### src/rtl/mux_stim_gen.sv
// Self-running a/b/s stimulus for mux2bit21: 9-step sequence, one step per prescaled tick,
// with debounced pause/resume and single-step buttons; outputs change one cycle after a tick.

module mux_stim_btn #(
    parameter int DB_CYCLES = 1000000
) (
    input  logic clk,
    input  logic rst,
    input  logic raw,
    output logic press
);
    localparam int DBW = $clog2(DB_CYCLES);
    localparam logic [DBW-1:0] DB_MAX = DBW'(DB_CYCLES - 1);

    logic           sync1;
    logic           sync2;
    logic           stable;
    logic           stable_d;
    logic [DBW-1:0] cnt;

    always_ff @(posedge clk or posedge rst) begin
        if (rst) begin
            sync1    <= 1'b0;
            sync2    <= 1'b0;
            stable   <= 1'b0;
            stable_d <= 1'b0;
            cnt      <= '0;
        end else begin
            sync1    <= raw;
            sync2    <= sync1;
            stable_d <= stable;
            if (sync2 == stable) begin
                cnt <= '0;
            end else if (cnt == DB_MAX) begin
                stable <= sync2;
                cnt    <= '0;
            end else begin
                cnt <= cnt + DBW'(1);
            end
        end
    end

    // stable and stable_d both clear on reset, so releasing reset never fakes a press
    assign press = stable & ~stable_d;
endmodule

module mux_stim_gen #(
    parameter int TICK_DIV  = 50000000,
    parameter int DB_CYCLES = 1000000
) (
    input  logic       clk,
    input  logic       rst,
    input  logic       btn_pause,
    input  logic       btn_step,
    output logic [1:0] a,
    output logic [1:0] b,
    output logic       s,
    output logic [3:0] step,
    output logic       paused
);
    localparam int PW = $clog2(TICK_DIV);
    localparam logic [PW-1:0] PRE_MAX = PW'(TICK_DIV - 1);

    logic          pause_press;
    logic          step_press;
    logic [PW-1:0] pcnt;
    logic          auto_tick;
    logic          tick;

    mux_stim_btn #(.DB_CYCLES(DB_CYCLES)) u_btn_pause (
        .clk   (clk),
        .rst   (rst),
        .raw   (btn_pause),
        .press (pause_press)
    );

    mux_stim_btn #(.DB_CYCLES(DB_CYCLES)) u_btn_step (
        .clk   (clk),
        .rst   (rst),
        .raw   (btn_step),
        .press (step_press)
    );

    assign auto_tick = ~paused & (pcnt == PRE_MAX);
    // A step press only counts while paused; while running it is dropped
    assign tick      = auto_tick | (paused & step_press);

    always_ff @(posedge clk or posedge rst) begin
        if (rst) begin
            pcnt   <= '0;
            paused <= 1'b0;
            a      <= 2'd0;
            b      <= 2'd0;
            s      <= 1'b0;
            step   <= 4'd0;
        end else begin
            // Prescaler freezes while paused so resuming finishes the partial interval
            if (!paused) begin
                pcnt <= auto_tick ? '0 : pcnt + PW'(1);
            end
            if (pause_press) begin
                paused <= ~paused;
            end
            if (tick) begin
                case (step)
                    4'd0, 4'd1, 4'd2, 4'd3: a <= step[1:0];
                    4'd4, 4'd5, 4'd6, 4'd7: b <= step[1:0];
                    default:                s <= ~s;
                endcase
                step <= (step == 4'd8) ? 4'd0 : step + 4'd1;
            end
        end
    end
endmodule

### config.mk
export PLATFORM = sky130hd
export DESIGN_NAME = mux_stim_gen
export DESIGN_NICKNAME = d
export VERILOG_FILES = /design/src/rtl/mux_stim_gen.sv
export SDC_FILE = /design/constraint.sdc
export NUM_CORES = 1
export LEC_CHECK = 0
export CAP_MARGIN = 20
export CORE_UTILIZATION = 45
export CTS_CLUSTER_DIAMETER = 150
export CTS_CLUSTER_SIZE = 10
export DETAILED_ROUTE_END_ITERATION = 12
export PLACE_DENSITY_LB_ADDON = 0.12
export SYNTH_ARGS = -nofsm -noshare
export SYNTH_HDL_FRONTEND = slang
export SYNTH_SLANG_ARGS = --single-unit
### constraint.sdc
create_clock -name clk -period 2.85 [get_ports clk]
set_clock_uncertainty 0.05 [all_clocks]
set_input_delay 0.855 -clock clk [delete_from_list [all_inputs] [get_ports clk]]
set_output_delay 0.855 -clock clk [all_outputs]
set_load 0.02 [all_outputs]
==> impl_summary.md <==
Timing
The number of hold violations in the final report came to 0. The max-slew violation count is 0. Setup repair after global routing left no endpoint under its margin. The accumulated negative setup slack is 0 ns. The highest achievable clock rate is 0.412 GHz. The part of the cycle the worst path needs is 0.852. In this run the tightest slew margin relative to its limit is 0.502. The worst path needs 2.43 ns of the cycle, external delays included. The worst-case setup margin in the final layout is 0.420 ns. Setup violations remaining at the end of the flow were counted as 0. The pin slew with the least headroom to its limit is 0.741 ns.

Route
In the routed design, unresolved DRC markers number 0. The count of nets left with antenna violations once routing finished came out at 0. The via count normalized by instance count is 5.25.

The routed length per instance is 13.0 µm. The count of vias placed by the detailed router is 2652. The first-pass iteration count of the detailed router is 6. Summed over all layers, the routed wires come to 6.59 mm. The DRC violation total after the first TritonRoute iteration is 98.

Synth
The biggest area contributor in the post-synthesis netlist is sky130_fd_sc_hd__dfrtp_1. The synthesized design contains 0 enable-type register cells. The number of storage elements in the synthesis netlist is 84. In the synthesized netlist the async set-or-reset flop fraction comes to 1.00. The most frequent cell after synthesis is sky130_fd_sc_hd__dfrtp_1. For this run, the number of Yosys warnings is 0. The post-synth net total is 385.

The sequential area share after synthesis is 0.537. The mean instance size in the synthesized netlist is 10.5 µm². The mapped netlist covers 3920 µm².

Counting instances in the post-synthesis netlist gives the leading cell types as sky130_fd_sc_hd__dfrtp_1 (84), sky130_fd_sc_hd__nor2_1 (64), sky130_fd_sc_hd__xor2_1 (36). Yosys mapped the design onto 35 distinct sky130hd cell types. The instance count of the mapped netlist is 374. Among all flip-flop cells after synthesis, the most frequent one is sky130_fd_sc_hd__dfrtp_1. Of the post-synthesis cell area, the dominant cell type holds 0.537.

After synthesis, the cell types taking the most area are sky130_fd_sc_hd__dfrtp_1 (54%), sky130_fd_sc_hd__xor2_1 (8.0%), sky130_fd_sc_hd__nor2_1 (6.1%).

Clock tree
Gates resized during post-CTS repair numbered 0. For this design, the CTS-stage hold fixing added 0 buffers. After clock tree synthesis, the clock-pin slew on the worst setup and hold paths is 0.09 ns. TritonCTS built the clock tree.

The worst-case clock buffer depth is 2. The number of levels in the clock H-tree is 3. The number of setup buffers added after CTS is 0. In this run, CTS created clock tree buffers numbering 9. At the later pin of the worst-skew pair, clock insertion delay measures 0.35 ns. The root buffer cell chosen for the clock tree is sky130_fd_sc_hd__clkbuf_8. The clock net in this run drives a total of 84 sinks.

Power and ir drop
The share of power burned in registers is 0.508. The switching power as a share of total power is 0.190. The share of total power dissipated in combinational logic is 0.022.

The net switching power figure is 0.000452 W. The internal power of the cells totals 0.00193 W. The clock share of power is 0.470. Across the VDD grid, the largest voltage drop is 0.237 mV. In this run the power density over the cells is 533 nW/µm². The total leakage power is 1.99 nW.

Critical path
The largest stage delay on the critical path is 0.66 ns. The worst path arrival time is 1.52 ns. The worst-path maximum fanout is 9. The critical path goes through clkdlybuf4s50_1. The register-to-register setup slack is 0.69 ns.

The buffers plus inverters on the worst setup path is 1. The kind of cell with the highest combined delay along the critical path is buffers and inverters. The data required time at the worst endpoint is 1.95 ns.

The endpoint class of the critical path is a primary output. The startpoint kind of the worst setup timing path is a flop. The slowest stage of the critical path belongs to the cell sky130_fd_sc_hd__clkdlybuf4s50_1. The critical path class is reg2out.

Global routing
The total congestion overflow after global routing is 0. The first global-routing pass estimated 12.0 mm of wire. The number of global-route vias before repair is 2614. Across every metal layer, demand over resource in global routing totals 0.171. Entering global routing, the biggest net connects 85 pins.

The number of antenna violations at the first check in global routing is 0.

Finish
The count of fill cells added during filler insertion is 774. The area growth from synthesis to layout is 14.1%. The number of nets in the finished design is 407. The repair_antennas step left the layout with diodes totalling 0. In the final layout, the share of cells above drive strength 1 is 0.0900.

Die
The number of top-level pins is 14. The die covers 9080 µm². The die boundary height is 95.3 µm. For this configuration, the core starts out at a cell density of 0.470. The site row count is 33. The horizontal die dimension is 95.3 µm. The core region area is 8340 µm².

Outcome
The flow ran to the end, and the final reports show no timing, DRC or antenna violations.

Placed design
OpenSTA, run right after detailed placement, puts the worst setup slack at 0.662 ns. The congestion estimate from routability-driven global placement came to 0.792. During placement, the flow inserted port buffers numbering 13. Detailed placement ended at an HPWL of 4.45 mm.

Run
The number of violations of the max-capacitance limit is 0.

Min path
The worst hold path class is reg2reg.
-- power groups by stage --
stage | logic (W) | registers (W) | clock network, W
floorplan | 0.0000385 | 0.00123 | 0
global placement | 0.0000563 | 0.00123 | 0
detailed placement | 0.0000569 | 0.00123 | 0
CTS | 0.0000570 | 0.00121 | 0.00115
global route | 0.0000637 | 0.00121 | 0.00121
finish | 0.0000533 | 0.00121 | 0.00112
-- final cells by class --
cell class | count | area [µm²] | area share
repair buffers | 18 | 180 | 0.0403
inverters | 10 | 41.3 | 0.00924
clock inverters | 4 | 120 | 0.0269
well taps | 105 | 131 | 0.0294
clock buffers | 11 | 151 | 0.0339
flip-flops and latches | 84 | 2100 | 0.470
multi-input cells | 273 | 1740 | 0.390
-- path summary, 6_finish.rpt --
kind / startpoint / to / cells past startpoint
worst min-delay path: u_btn_step.sync1 / u_btn_step.sync2 / 0
max in group asynchronous: rst / s / 3
worst min register to register: u_btn_step.sync1 / u_btn_step.sync2 / 0
worst max register to register: pcnt[11] / pcnt[0] / 6
min in group asynchronous: rst / u_btn_pause.cnt[10] / 3
worst max-delay path: step[0] / step[0] / 1
-- stage by stage --
stage          std cells  hold WS, ns  area [µm²]  utilization  power (W)
2_1_floorplan        374        0.281        3920            -    0.00127
3_3_place_gp         490        0.285        4200        0.503    0.00129
3_5_place_dp         490        0.292        4200        0.503    0.00129
4_1_cts              505        0.309        4470        0.536    0.00242
5_1_grt              505        0.321        4470        0.536    0.00248
6_report             505        0.304        4470        0.536    0.00238
-- logic make-up after synthesis --
kind of cell,Yosys count,synth area share
muxes,9,0.0287
AOI/OAI and AO/OA,15,0.0233
buffers and inverters,17,0.0188
and+or+nand+nor,180,0.232
DFF,84,0.537
xor gates and xnor gates,62,0.139
adders and majority gates,7,0.0224
-- state kept, by name, summed over array words and instances (netlist names) --
name / flops
pcnt: 26
u_btn_pause.cnt: 20
u_btn_pause.stable: 1
b: 2
u_btn_pause.stable_d: 1
u_btn_step.cnt: 20
step: 4
u_btn_step.stable_d: 1
u_btn_step.sync1: 1
u_btn_step.sync2: 1
u_btn_step.stable: 1
u_btn_pause.sync1: 1
u_btn_pause.sync2: 1
a: 2
paused: 1
s: 1
-- cells in the final DEF (no fill, tap or decap), drive strengths merged, types with 2 or more instances in the layout --
cell type       n
nand3b          2
clkdlybuf4s50  13
ha              7
nand3          30
nor4            9
dfrtp          84
nor3            5
o21ai           8
nor2           65
and3           13
and4            4
nand2b          4
nand4          14
nand4b          3
nor4b           3
a21oi           2
a31oi           2
xor2           36
bufinv          4
xnor2          26
inv             9
mux2            9
clkbuf         11
nand2          24
buf             5
or2             2
-- routing by layer --
layer	global-route usage	wire length (µm)	part of all wire	vias up
met4	0.0783	113	0.017	0
met3	0.0311	138	0.021	9
met5	0	0	0	-
met2	0.263	3040	0.46	27
li1	-	-	-	1318
met1	0.236	3300	0.50	1298
Power figures use the tool's default switching activity.
